`src/rtl/moore_stream_ctrl_pkg.sv`:
```
// Shared encodings for the word-to-serial "1011" detection controller and
// its bit-serial Moore detector.
package moore_stream_ctrl_pkg;

  typedef enum logic [1:0] {
    IDLE  = 2'd0,
    SHIFT = 2'd1,
    DRAIN = 2'd2,
    DONE  = 2'd3
  } ctrl_state_e;

  typedef enum logic [2:0] {
    S0 = 3'd0,
    S1 = 3'd1,
    S2 = 3'd2,
    S3 = 3'd3,
    S4 = 3'd4
  } det_state_e;

  localparam logic [3:0] PATTERN = 4'b1011;

endpackage

```
`src/rtl/moore_stream_ctrl_if.sv`:
```
// Valid/ready word handshake between a producer (master) and the
// controller (slave).
interface moore_stream_ctrl_if #(
  parameter int WORD_W = 8
);
  logic              in_valid;
  logic              in_ready;
  logic [WORD_W-1:0] in_data;

  modport master (output in_valid, output in_data, input in_ready);
  modport slave  (input in_valid, input in_data, output in_ready);
endinterface

```
`src/rtl/moore_seq_det.sv`:
```
// Overlapping "1011" Moore detector: z is a function of the registered
// state only, so it rises the cycle after the fourth matching bit.
module moore_seq_det
  import moore_stream_ctrl_pkg::*;
(
  input  logic clk,
  input  logic rst,
  input  logic clr,
  input  logic x,
  output logic z
);

  det_state_e state, state_nxt;

  always_ff @(posedge clk or negedge rst) begin
    if (!rst) state <= S0;
    else      state <= state_nxt;
  end

  // NOTE: every variable written here gets a default first, so no path
  // through the case leaves it unassigned and no latch is inferred.
  always_comb begin
    state_nxt = state;
    unique case (state)
      S0:      state_nxt = x ? S1 : S0;
      S1:      state_nxt = x ? S1 : S2;
      S2:      state_nxt = x ? S3 : S0;
      S3:      state_nxt = x ? S4 : S2;
      S4:      state_nxt = x ? S1 : S2;
      default: state_nxt = S0;
    endcase
    // Clear wins over the data bit so history never spans words.
    if (clr) state_nxt = S0;
  end

  assign z = (state == S4);

endmodule

```
`src/rtl/moore_stream_ctrl.sv`:
```
// Accepts a word, serialises it MSB-first into the Moore detector and
// counts cycles with z high; done pulses once when match_cnt is final.
module moore_stream_ctrl
  import moore_stream_ctrl_pkg::*;
#(
  parameter int WORD_W = 8,
  parameter int CNT_W  = 4
) (
  input  logic             clk,
  input  logic             rst,
  moore_stream_ctrl_if.slave in_if,
  output logic             busy,
  output logic             z,
  output logic             done,
  output logic [CNT_W-1:0] match_cnt
);

  localparam int IDX_W = (WORD_W > 1) ? $clog2(WORD_W) : 1;

  if ((2 ** CNT_W) <= WORD_W) begin : g_cnt_w_check
    $error("CNT_W too narrow to hold WORD_W matches");
  end

  ctrl_state_e      state, state_nxt;
  logic [WORD_W-1:0] shreg;
  logic [IDX_W-1:0]  idx;
  logic              accept;
  logic              det_x;
  logic              det_z;
  logic              counting;

  assign accept   = (state == IDLE) && in_if.in_valid;
  assign counting = (state == SHIFT) || (state == DRAIN);
  // Outside SHIFT the detector sees zeros; only its S4 visibility in DRAIN matters.
  assign det_x    = (state == SHIFT) && shreg[WORD_W-1];

  moore_seq_det u_det (
    .clk (clk),
    .rst (rst),
    .clr (accept),
    .x   (det_x),
    .z   (det_z)
  );

  // NOTE: sequential state uses non-blocking assignments so every register
  // samples pre-edge values regardless of statement order.
  always_ff @(posedge clk or negedge rst) begin
    if (!rst) state <= IDLE;
    else      state <= state_nxt;
  end

  always_comb begin
    state_nxt = state;
    unique case (state)
      IDLE:    if (in_if.in_valid) state_nxt = SHIFT;
      SHIFT:   if (idx == '0)      state_nxt = DRAIN;
      DRAIN:   state_nxt = DONE;
      DONE:    state_nxt = IDLE;
      default: state_nxt = IDLE;
    endcase
  end

  // NOTE: the shift register is a handful of flops, not a memory array, so
  // it is reset like any other state to keep post-reset behaviour defined.
  always_ff @(posedge clk or negedge rst) begin
    if (!rst) begin
      shreg <= '0;
      idx   <= '0;
    end else if (accept) begin
      shreg <= in_if.in_data;
      idx   <= IDX_W'(WORD_W - 1);
    end else if (state == SHIFT) begin
      shreg <= {shreg[WORD_W-2:0], 1'b0};
      if (idx != '0) idx <= idx - IDX_W'(1);
    end
  end

  always_ff @(posedge clk or negedge rst) begin
    if (!rst) begin
      match_cnt <= '0;
    end else if (accept) begin
      match_cnt <= '0;
    end else if (counting && det_z && (match_cnt != '1)) begin
      match_cnt <= match_cnt + CNT_W'(1);
    end
  end

  assign in_if.in_ready = (state == IDLE);
  assign busy           = (state != IDLE);
  assign done           = (state == DONE);
  assign z              = det_z;

endmodule

```
`src/flat_wrapper.sv`:
```
// flat-port wrapper written by rule: the top's interface ports become plain ports
module moore_stream_ctrl_flat import moore_stream_ctrl_pkg::*;
#(
  parameter int WORD_W = 8,
  parameter int CNT_W  = 4
)
  (clk, rst, busy, z, done, match_cnt, in_if_in_valid, in_if_in_data, in_if_in_ready);
  moore_stream_ctrl_if #(.WORD_W(WORD_W)) in_if_i ();
  input  logic clk;
  input  logic rst;
  output logic busy;
  output logic z;
  output logic done;
  output logic [CNT_W-1:0] match_cnt;
  input wire logic [$bits(in_if_i.in_valid)-1:0] in_if_in_valid;
  input wire logic [$bits(in_if_i.in_data)-1:0] in_if_in_data;
  output wire logic [$bits(in_if_i.in_ready)-1:0] in_if_in_ready;
  assign in_if_i.in_valid = in_if_in_valid;
  assign in_if_i.in_data = in_if_in_data;
  assign in_if_in_ready = in_if_i.in_ready;
  moore_stream_ctrl #(.WORD_W(WORD_W), .CNT_W(CNT_W)) u_core (.clk(clk), .rst(rst), .in_if(in_if_i), .busy(busy), .z(z), .done(done), .match_cnt(match_cnt));
endmodule
```
`config.mk`:
```
export PLATFORM = sky130hd
export DESIGN_NAME = moore_stream_ctrl_flat
export DESIGN_NICKNAME = d
export VERILOG_FILES = /design/src/rtl/moore_stream_ctrl_pkg.sv /design/src/rtl/moore_stream_ctrl_if.sv /design/src/rtl/moore_seq_det.sv /design/src/rtl/moore_stream_ctrl.sv /design/src/flat_wrapper.sv
export SDC_FILE = /design/constraint.sdc
export NUM_CORES = 1
export LEC_CHECK = 0
export ABC_AREA = 1
export CORE_UTILIZATION = 55
export CTS_CLUSTER_DIAMETER = 150
export DETAILED_ROUTE_END_ITERATION = 8
export PLACE_DENSITY = 0.83
export SETUP_SLACK_MARGIN = 0.02
export SLEW_MARGIN = 20
export SYNTH_ARGS = -nofsm -noshare
export SYNTH_HDL_FRONTEND = slang
export SYNTH_SLANG_ARGS = --single-unit
```
`constraint.sdc`:
```
create_clock -name clk -period 2.24 [get_ports clk]
set_clock_uncertainty 0.1 [all_clocks]
set_input_delay 0.336 -clock clk [delete_from_list [all_inputs] [get_ports clk]]
set_output_delay 0.336 -clock clk [all_outputs]
set_load 0.005 [all_outputs]
```
## Word level (Yosys, flattened, before mapping)

Index checks and enable logic that the tools add are counted.

- Bits in latches: 0
- Bits in read-only memories: 0
- Memories: 0
- Output and inout bits: 8
- Flip-flop bits (word level): 20
- Memory bits (writable): 0
- Word-level logic and storage cells: 49
- Input port bits: 11

- Multiply operators: 0
- Div/mod/pow operators: 0
- Shift operators: 0
- Eq/ne operators: 10
- $lt $le $gt $ge: 0
- Bitwise logic cells: 0
- Add/sub/neg operators: 2
- Reduce and logical (&&, ||, !) cells: 16
- Multiplexer cells: 16

Operators by type and width:

| kind | count |
|---|---|
| 2-to-1 mux 8 bit | 2 |
| 2-to-1 mux 3 bit | 5 |
| one-hot mux 3 bit (4 select lines) | 1 |
| 2-to-1 mux 2 bit | 4 |
| 2-to-1 mux 4 bit | 2 |
| one-hot mux 2 bit (4 select lines) | 1 |
| nonzero test 2 bit | 4 |
| equality test 3 x 2 -> 1 bit (second input constant) | 2 |
| logical NOT 3 bit | 2 |
| adder 4 x 1 -> 4 bit (second input constant) | 1 |
| equality test 2 bit (second input constant) | 2 |
| logical AND 1 bit | 4 |
| inequality test 4 bit (second input constant) | 1 |
| AND reduction 2 bit | 2 |
| equality test 3 x 1 -> 1 bit (second input constant) | 1 |
| equality test 3 bit (second input constant) | 1 |
| nonzero test 3 bit | 1 |
| subtractor 3 x 1 -> 3 bit (second input constant) | 1 |
| equality test 2 x 1 -> 1 bit (second input constant) | 1 |
| logical NOT 2 bit | 1 |
| inequality test 2 x 1 -> 1 bit (second input constant) | 1 |
| inequality test 2 bit (second input constant) | 1 |
| OR reduction 2 bit | 1 |
| logical OR 1 bit | 1 |
| 2-to-1 mux 1 bit | 1 |

## Logic depth before layout (Yosys ltp)

- Depth in word-level cells: 6
- Gate-level depth with buffers: 8
- Mapped depth without buffers: 8

## Modules after synthesis

From an unflattened synthesis, not the netlist that was laid out.

- Cell total of the unflattened synthesis: 136
- Area total of the unflattened synthesis: 1096.1 um^2

By module, submodules not included:

| module | area an instance (um^2) | sequential area each (um^2) | cells each | instances |
|---|---|---|---|---|
| moore_stream_ctrl | 937.1 | 425.4 | 115 | 1 |
| moore_seq_det | 158.9 | 75.1 | 21 | 1 |

## Worst setup path before layout

OpenSTA, ideal clock, no wires.

- Path kind: flip-flop to flip-flop
- From: register u_core.state[0]
- To: register u_core.idx[0]
- Library setup time: 0.124 ns
- Arrival time: 1.134 ns
- Data required time: 2.016 ns
- Clock period less this slack: 1.358 ns
- Buffers on the path: 1
- Stages on the path, launching flop included: 8
- Setup slack: 0.882 ns
- Cells stage by stage: dfrtp_1 > inv_1 > ha_1 > nand2_4 > inv_2 > buf_6 > a21oi_1 > o21ai_1

- Cells in the longest elaborated chain, start to end: 4
- Elaborated cells on any way between the ends: 7
- Those cells by class: eq/ne: 1; mux: 1; reduce/logical: 5

Ends and longest elaborated chain:

| element | line | RTL |
|---|---|---|
| from (decl) | moore_stream_ctrl.sv:24 | `ctrl_state_e state, state_nxt;` |
| from (signal assigned) | moore_stream_ctrl.sv:49 | `else state <= state_nxt;` |
| logical NOT 2 bit * | -- |  |
| named net in_if_in_ready | flat_wrapper.sv:17 | `output wire logic [$bits(in_if_i.in_ready)-1:0] in_if_in_ready;` |
| logical AND 1 bit * | moore_stream_ctrl.sv:32 | `assign accept = (state == IDLE) && in_if.in_valid;` |
| nonzero test 2 bit (no line) | -- |  |
| AND reduction 2 bit (no line) | -- |  |
| to (signal assigned) | moore_stream_ctrl.sv:71 | `idx <= IDX_W'(WORD_W - 1);` |
| to (signal assigned) | moore_stream_ctrl.sv:74 | `if (idx != '0) idx <= idx - IDX_W'(1);` |
| to (decl) | moore_stream_ctrl.sv:26 | `logic [IDX_W-1:0] idx;` |

Mark *: on every way through the listed nets, which the timed path passes. The rest lies on a longest branch.
A chain may end at the register's enable or synchronous reset.

## Worst setup path after layout

- From: register u_core.state[0]
- To: output port in_if_in_ready

- Cells in the longest elaborated chain, start to end: 1

Ends and longest elaborated chain:

| element | line | RTL |
|---|---|---|
| logical NOT 2 bit | moore_stream_ctrl.sv:88 | `assign in_if.in_ready = (state == IDLE);` |
| to (decl) | flat_wrapper.sv:17 |  |

Every way passes these cells.

==> flow_summary_export.csv <==
group,metric,value,unit
layout,post-route-util,0.737,
yosys,synthesis.area,0.00111,mm^2
floorplan,die_w,46.9,um
yosys,synth_top_flop_cell,"dfrtp_1",
sta,rsz0062_at_grt,"no",
worst_setup_path,end_kind,"primary output",
power,power.density,1080,mW/mm^2
floorplan,dieArea,0.00220,mm^2
clock_tree,ctsHoldBuffers,0,
yosys,synth_area_leaders,"dfrtp_1 (45%), nand3_1 (14%), ha_1 (9.0%), nand2_1 (7.8%), inv_1 (3.7%)",
yosys,yosys.area.top_type,"dfrtp_1",
route,drc,0,
layout,design_area,0.00133,mm^2
power,seq_power_share,0.393,
route,vias,942,
power,switchingPower,592,uW
worst_setup_path,arrival,1680,ps
global_route,grt_max_degree,25,
outcome,status,"finished, final reports clean",
placement,hpwl,1530,um
clock_tree,clockBufferDepth,2,
placement,place.gp.congestion,0.782,
power,combPwrFrac,0.456,
floorplan,fp-row-count,15,
power,power,1.44,mW
sta,drv_slew,0,
yosys,synth_area_per_cell,8.60,um^2
yosys,ys_ff_latch,20,
global_route,grt_antenna_before_repair,0,
yosys,synthArstFlopShare,1.00,
floorplan,core_area,0.00180,mm^2
layout,final_nets,168,
sta,fmax,473,MHz
floorplan,die_h,46.9,um
placement,port_buffers,18,
worst_setup_path,startpoint_type,"flip-flop",
run,max_cap_violations,0,
power,p_int,847,uW
worst_setup_path,required,1800,ps
floorplan,initial_utilization,0.616,
route,routed_wl,2110,um
floorplan,ios,19,
route,drt-wirelength-per-cell,12.2,um
worst_setup_path,path_class,"flip-flop to primary output",
clock_tree,clk_latency,310,ps
yosys,yosysSeqAreaShare,0.451,
yosys,synth_fp_nets,148,
power,sw_frac_of_total,0.412,
route,drt_pass1_iterations,4,
global_route,grt_pass1_vias,824,
worst_setup_path,reg2regPathDepth,6,
sta,setup_violations,0,
clock_tree,cts_buffers,3,
route,drtAntennaViolNets,0,
yosys,synth_edf_count,0,
clock_tree,cts_tree,"done",
worst_setup_path,r2r-start,"u_core.state[0]",
layout,syn2layout_area_growth,19.6,%
yosys,synthCells,129,
sta,fin_setup_tns,0,ps
clock_tree,ctsResizeCount,0,
sta,finalCriticalPeriod,2110,ps
route,detail_route.iter0.violations,20,
global_route,overflow,0,
worst_setup_path,worstReg2RegEnd,"u_core.u_det.state[0]",
placement,placed_area,0.00129,mm^2
global_route,grt_use_total,0.220,
power,p_leak,0.674,nW
sta,period_share,0.943,
sta,max_slew_margin,0.745,
clock_tree,clock_sinks,20,
yosys,synth.top_cell.area_share,0.451,
layout,diodes,0,
route,via_per_inst,5.45,
power,ir_worst_vdd,0.790,mV
clock_tree,path_clk_slew,120,ps
sta,worst_pin_slew,382,ps
worst_setup_path,r2r_slack,550,ps
worst_hold_path,hp-class,"input port to asynchronous set/reset pin",
yosys,synthDistinctLibCells,20,
global_route,grt_pass1_wl,3340,um
clock_tree,htreeDepth,1,
power,pwr-share-clk,0.150,
sta,final-hold-violation-count,0,
sta,hold_slack,247,ps
clock_tree,post_cts_buffers,0,
worst_setup_path,path_max_fanout,4,
yosys,yosysWarnings,0,
layout,drive_gt1_frac,0.108,
clock_tree,ctsRootBufferMaster,"clkbuf_4",
==> metal layers <==
layer | track usage | part of all wire | wire [um] | vias up
li1 | - | - | - | 462
met5 | 0 | 0 | 0 | -
met4 | 0.103 | 0.018 | 38 | 0
met1 | 0.271 | 0.47 | 986 | 443
met2 | 0.367 | 0.45 | 958 | 31
met3 | 0.0500 | 0.058 | 123 | 6
==> cells in the mapped netlist (2+ instances only) <==
cell	number
buf_6	2
nand2_1	23
ha_1	8
nor2_1	7
inv_2	4
nand3_1	30
inv_1	11
o21ai_1	5
nand2_2	2
buf_4	2
dfrtp_1	20
nor2_4	2
a21oi_1	5
nand4_1	2
==> through the flow <==
step | worst slack (ps) | instances
2_1_floorplan | 882 | 129
3_3_place_gp | 520 | 169
3_5_place_dp | 477 | 169
4_1_cts | 119 | 173
5_1_grt | 50.3 | 173
6_report | 128 | 173
==> placed cells by master, fill, tap and decap left out, drive strengths merged <==
cell	instances
o21ai	6
inv	15
clkbuf	4
buf	1
dfrtp	20
and3	1
nand3b	1
xor2	1
nor2	9
nand4	2
nand3	30
clkdlybuf4s50	18
a21oi	5
nor4	1
nand2	26
ha	8
==> state kept, by name, summed over array words and instances (netlist names) <==
| name | flops |
|---|---|
| u_core.shreg | 8 |
| u_core.match_cnt | 4 |
| u_core.idx | 3 |
| u_core.u_det.state | 3 |
| u_core.state | 2 |
==> cell type report <==
| class | count | area, um^2 |
|---|---|---|
| flip-flops and latches | 20 | 500 |
| fillers | 149 | 474 |
| repair buffers | 19 | 188 |
| well taps | 25 | 31.3 |
| inverters | 15 | 56.3 |
| clock buffers | 4 | 36.3 |
| multi-input cells | 90 | 515 |
==> worst max-delay path, cell delays in order, from the launching register on <==
cell and delay [ps]:
dfrtp_1 430, inv_1 120, ha_1 280, clkdlybuf4s50_1 540
==> worst max path at each step <==
stage	end	from
2_1_floorplan	u_core.idx[0]	u_core.state[0]
3_3_place_gp	u_core.u_det.state[0]	in_if_in_valid
3_5_place_dp	busy	u_core.state[0]
4_1_cts	busy	u_core.state[0]
5_1_grt	busy	u_core.state[0]
6_report	in_if_in_ready	u_core.state[0]
==> power by group through the flow <==
stage          clock network, mW  logic, mW  registers [mW]
3_5_place_dp                   0      0.656           0.573
3_3_place_gp                   0      0.627           0.565
5_1_grt                    0.237      0.743           0.580
4_1_cts                    0.219      0.663           0.564
2_1_floorplan                  0      0.514           0.553
6_report                   0.216      0.657           0.566
==> logic make-up (layout without fill, tap and decap cells) <==
logic type / Yosys count / in the layout / share of synthesized area
compound gates: 11 / 11 / 0.0530
xor+xnor: 1 / 1 / 0.00789
fa+ha+maj: 8 / 8 / 0.0902
buf+inv: 19 / 38 / 0.0845
flops: 20 / 20 / 0.451
simple gates: 70 / 70 / 0.313
No activity file was read; power rests on OpenSTA's default activity.
==> patch 1 (config.mk and constraints unchanged) <==
Re-encode `ctrl_state_e` (4 states) as one-hot, 4 bits wide.
--- a/src/rtl/moore_stream_ctrl_pkg.sv
+++ b/src/rtl/moore_stream_ctrl_pkg.sv
@@ -2,11 +2,11 @@
 // its bit-serial Moore detector.
 package moore_stream_ctrl_pkg;
 
-  typedef enum logic [1:0] {
-    IDLE  = 2'd0,
-    SHIFT = 2'd1,
-    DRAIN = 2'd2,
-    DONE  = 2'd3
+  typedef enum logic [3:0] {
+    IDLE  = 4'b0001,
+    SHIFT = 4'b0010,
+    DRAIN = 4'b0100,
+    DONE  = 4'b1000
   } ctrl_state_e;
 
   typedef enum logic [2:0] {
Check against the original RTL: same outputs for any inputs over 10 cycles, from zero or initial values and one cycle with rst low; not proved beyond that.
==> patch 1 against the original RTL <==
- fmax increased by 3.2%
- synthesized area up 4.2%
- synthesized cell count increased by 4.7%
- die area is 4.0% higher
- non-clock buffer count up 1
- setup slack better by 0.066 ns
- total power shrank 3.0%
- final cell count grew 6.9%
- sequential cell count grew 2
- register-to-register slack better by 0.18 ns
- via count rose by 2.8%
- cell area is 5.7% higher
- routed wire length grew 4.7%
- largest power group is now registers
- highest routed layer unchanged
==> patch 1: results (changes against the original RTL) <==
Post-synthesis sequential area ratio -> 47.7% (+2.6 points)
Registers with the most flip-flops -> u_core.shreg: 8 flops, u_core.match_cnt: 4 flops, u_core.state: 4 flops
HP Class -> input pin to asynchronous set/reset pin
First-pass GRT wire length -> 3.44 mm (+3.1%)
Number of DRC markers in iteration 0 -> 18 (-10%)
Max-slew headroom -> 74.0% (-0.58 points)
Initial antenna violation count -> 0 (unchanged)
Slowest cell on crit path -> clkdlybuf4s50_1
Max incr delay on CP -> 0.51 ns (-0.03 ns)
Setup Slack @ Placement -> 0.376 ns (-0.100 ns)
YS warnings -> 0 (unchanged)
Synth Area in Compound Gates -> 2.38% (-2.9 points)
Largest net degree at the start of global routing -> 20 (-20%)
# fillers -> 181 (+21%)
Worst-path fanout max -> 3 (-1)
Layout cells sized above 1 -> 10.8% (-0.051 points)
Arr. time, crit path -> 1.61 ns (-0.07 ns)
IO buf count -> 18 (unchanged)
Via count -> 968 (+2.8%)
Routed wire length -> 2.21 mm (+4.7%)
Vias in the first global route -> 843 (+2.3%)
Top cells by count, synth -> 38 x nand2_1, 22 x nand3_1, 21 x dfrtp_1
Adder-cell share of the synthesized area -> 3.25% (-5.8 points)
XOR/XNOR Fraction of Synth Area -> 2.27% (+1.5 points)
DPL Wire Length -> 1.77 mm (+16%)
Placer Congestion -> 0.764 (-2.2%)
VDD IR max -> 0.000829 V (+5.0%)
Netlist cell types -> 23 (+15%)
Post-Syn Nets -> 149 (+0.68%)
Static Leakage -> 0.741 nW (+9.9%)
Mux contribution to synthesized area -> 0% (unchanged)
Nets -> 173 (+3.0%)
CP delay by family, top -> buffers and inverters
Top cells by area, synth -> dfrtp_1 45%, nand2_1 12%, nand3_1 9.5%
Clock Path Buffers -> 2 (unchanged)
Tot GR Track Use -> 22.4% (+0.38 points)
Status -> finished clean
[patch 1: cell count changes after synthesis, sizes merged, moves of 2 or more]
| cell | change |
|---|---|
| nand2 | +17 |
| o21ai | -2 |
| a21oi | -5 |
| nand3 | -7 |
| buf | -3 |
| ha | -5 |
| clkinv | +3 |
| nor2 | +2 |
[patch 1: metal layers]
layer / vias to the layer above / track usage [%] / wire length, µm
met5: - / 0 / 0
met4: 0 / 13.9 / 49
met3: 6 / 4.15 / 85
met2: 28 / 38.4 / 1180
met1: 455 / 25.7 / 890
li1: 479 / - / -
[patch 1: timing repair]
item / in CTS / in global routing
endpoints found under the setup margin: 0 / 1
setup buffers: 0 / 1
gates resized for setup: 0 / 1
[patch 1: logic make-up (layout without fill, tap and decap cells)]
group | count (synthesis) | after routing
xor gates and xnor gates | 3 | 3
buffers and inverters | 19 | 42
AOI/OAI and AO/OA | 5 | 5
DFF | 22 | 22
adders and majority gates | 3 | 3
and+or+nand+nor | 83 | 83
[patch 1: path summary, 6_finish.rpt]
kind                                startpoint                   to  slack (ns)  cells after the start
hold / removal                             rst      u_core.state[1]        0.21                      1
max in group asynchronous                  rst      u_core.state[0]        1.23                      2
min in group clk                 u_core.idx[0]        u_core.idx[0]        0.39                      2
setup reg to reg           u_core.match_cnt[0]  u_core.match_cnt[1]        0.73                      7
setup / recovery               u_core.state[1]                 done        0.19                      4
hold reg to reg                  u_core.idx[0]        u_core.idx[0]        0.39                      2
[patch 1: report_power, final]
part	internal, W	switching [W]	total [W]
sequential	0.000529	0.0000916	0.000621
combinational	0.000235	0.000357	0.000593
clock	0.0000694	0.000113	0.000183
total	0.000834	0.000563	0.00140
[patch 1: area by class of cell]
type / instances / share of cell area (%)
Timing Repair Buffer: 20 / 14.1
Inverter: 18 / 5.17
Multi-Input combinational cell: 94 / 37.1
Clock buffer: 4 / 1.87
Sequential cell: 22 / 39.3
Tap cell: 27 / 2.41
[patch 1: stage by stage]
stage                     utilization, %  instances
final                               71.5        185
after global placement              69.6        180
after detailed placement            69.6        180
after floorplan                        -        135
after global routing                71.5        185
after CTS                           71.0        184
==> patch 2 (config.mk and constraints unchanged) <==
Made on the original files. `WORD_W` is set to 8 in 3 places; all go to 4.
--- a/src/rtl/moore_stream_ctrl_if.sv
+++ b/src/rtl/moore_stream_ctrl_if.sv
@@ -1,7 +1,7 @@
 // Valid/ready word handshake between a producer (master) and the
 // controller (slave).
 interface moore_stream_ctrl_if #(
-  parameter int WORD_W = 8
+  parameter int WORD_W = 4
 );
   logic              in_valid;
   logic              in_ready;
--- a/src/rtl/moore_stream_ctrl.sv
+++ b/src/rtl/moore_stream_ctrl.sv
@@ -3,7 +3,7 @@
 module moore_stream_ctrl
   import moore_stream_ctrl_pkg::*;
 #(
-  parameter int WORD_W = 8,
+  parameter int WORD_W = 4,
   parameter int CNT_W  = 4
 ) (
   input  logic             clk,
--- a/src/flat_wrapper.sv
+++ b/src/flat_wrapper.sv
@@ -1,7 +1,7 @@
 // flat-port wrapper written by rule: the top's interface ports become plain ports
 module moore_stream_ctrl_flat import moore_stream_ctrl_pkg::*;
 #(
-  parameter int WORD_W = 8,
+  parameter int WORD_W = 4,
   parameter int CNT_W  = 4
 )
   (clk, rst, busy, z, done, match_cnt, in_if_in_valid, in_if_in_data, in_if_in_ready);
Interface: changed (resized in_if_in_data); port bits go from 19 to 15. The function was not compared with the original's and may differ.
==> patch 2 against the original RTL <==
- register-to-register slack improved by 0.20 ns
- total power fell by 28%
- setup slack improved by 0.044 ns
- fmax rose by 2.1%
- combinational power fell by 27%
- via count fell by 27%
- sequential cell count fell by 5
- first-iteration DRC count fell by 60%
- global-route usage fell by 0.15 points
- sequential power fell by 30%
- synthesized area fell by 23%
- cell area fell by 22%
- routed wire length fell by 27%
- critical path type unchanged
- largest cell class unchanged
==> patch 2: results (changes against the original RTL) <==
Slowest cell on crit path -> clkdlybuf4s50_1
Top cells by count, synth -> 19 x nand3_1, 15 x dfrtp_1, 14 x nand2_1
CP delay by family, top -> buffers and inverters
Number of DRC markers in iteration 0 -> 8 (-60%)
HP Class -> input pin to asynchronous set/reset pin
Routed wire length -> 1.53 mm (-27%)
Worst-path fanout max -> 4 (unchanged)
Clock root cell -> clkbuf_4
Synthesized instance count -> 98 (-24%)
Status -> finished clean
Clk Latency, worst-skew pair -> 0.28 ns (-0.03 ns)
Via count -> 685 (-27%)
Post-cts sizing count -> 0 (unchanged)
FFs w/ async S/R, synth -> 100% (unchanged)
Tot GR Track Use -> 21.9% (-0.15 points)
IO buf count -> 14 (-4)
Static Leakage -> 0.542 nW (-20%)
Area after DPL -> 997 µm² (-23%)
Layout cells sized above 1 -> 12.1% (+1.3 points)
Nets -> 131 (-22%)
CTS buffer count -> 3 (unchanged)
Setup Slack @ Placement -> 0.442 ns (-0.0350 ns)
Max incr delay on CP -> 0.50 ns (-0.04 ns)
Post-Syn Nets -> 112 (-24%)
VDD IR max -> 0.000692 V (-12%)
YS warnings -> 0 (unchanged)
Clock transition at path regs -> 0.09 ns (-0.03 ns)
# fillers -> 103 (-31%)
Post-CTS Setup Inserts -> 0 (unchanged)
Placer Congestion -> 0.634 (-19%)
Clock Path Buffers -> 2 (unchanged)
WL/cell -> 11.7 µm (-4.1%)
DPL Wire Length -> 1.17 mm (-23%)
Netlist cell types -> 21 (+5.0%)
Max-slew headroom -> 54.8% (-20 points)
Post-synthesis sequential area ratio -> 44.2% (-0.91 points)
Top cells by area, synth -> dfrtp_1 44%, nand3_1 11%, ha_1 10%
First-pass GRT wire length -> 2.39 mm (-29%)
First-pass DRT Iterations -> 4 (unchanged)
Main synth FF type -> dfrtp_1
Largest net degree at the start of global routing -> 17 (-32%)
Initial antenna violation count -> 0 (unchanged)
Max H-tree Level -> 1 (unchanged)
Most common cell in the netlist -> nand3_1
Vias in the first global route -> 582 (-29%)
Registers with the most flip-flops -> u_core.match_cnt: 4 flops, u_core.shreg: 4 flops, u_core.u_det.state: 3 flops
Arr. time, crit path -> 1.63 ns (-0.05 ns)
Number of diodes -> 0 (unchanged)
## patch 2: path summary, 6_finish.rpt
check / startpoint / endpoint / slack (ns) / cells past startpoint
worst max-delay path: u_core.state[1] / busy / 0.17 / 4
worst min-delay path: rst / u_core.state[0] / 0.36 / 1
worst max register to register: u_core.state[1] / u_core.u_det.state[0] / 0.75 / 6
worst min register to register: u_core.idx[1] / u_core.idx[1] / 0.41 / 2
max in group asynchronous: rst / u_core.u_det.state[1] / 1.25 / 1
min in group clk: u_core.idx[1] / u_core.idx[1] / 0.41 / 2
## patch 2: kinds of logic (layout without fill, tap and decap cells)
group           count (synthesis)  after routing  synth area share [%]
compound gates                  9              9                  6.18
xor+xnor                        1              1                  1.03
fa+ha+maj                       7              7                  10.3
buf+inv                        15             33                  7.81
flops                          15             15                  44.2
simple gates                   51             51                  30.5
## patch 2: stage by stage
stage | power (W) | util, %
after CTS | 0.00103 | 75.0
after global routing | 0.00112 | 75.5
final | 0.00103 | 75.5
after floorplan | 0.000733 | -
after detailed placement | 0.000869 | 73.0
after global placement | 0.000842 | 73.0
## patch 2: report_power, final
part	total, W	internal [W]	switching (W)
combinational	0.000481	0.000205	0.000276
clock	0.000154	0.0000662	0.0000879
sequential	0.000395	0.000347	0.0000481
## patch 2: per-layer routing
layer | GRT usage [%] | routed length, µm
met5 | 0 | 0
met4 | 9.68 | 12
met3 | 4.79 | 44
met2 | 37.5 | 747
met1 | 26.1 | 726
## patch 2: area by class of cell
| type | instances | share of cell area [%] |
|---|---|---|
| multi-input cells | 68 | 39.5 |
| flip-flops and latches | 15 | 36.4 |
| repair buffers | 15 | 14.3 |
| inverters | 14 | 5.33 |
| clock buffers | 3 | 2.18 |
| well taps | 15 | 1.82 |
| clock inverters | 1 | 0.485 |
## patch 2: worst reg2reg max path: stages, from the launching register on
cell,delay [ns]
dfrtp_1,0.41
inv_1,0.15
ha_1,0.26
nand2_4,0.15
inv_4,0.12
nor2_1,0.06
and3_1,0.14
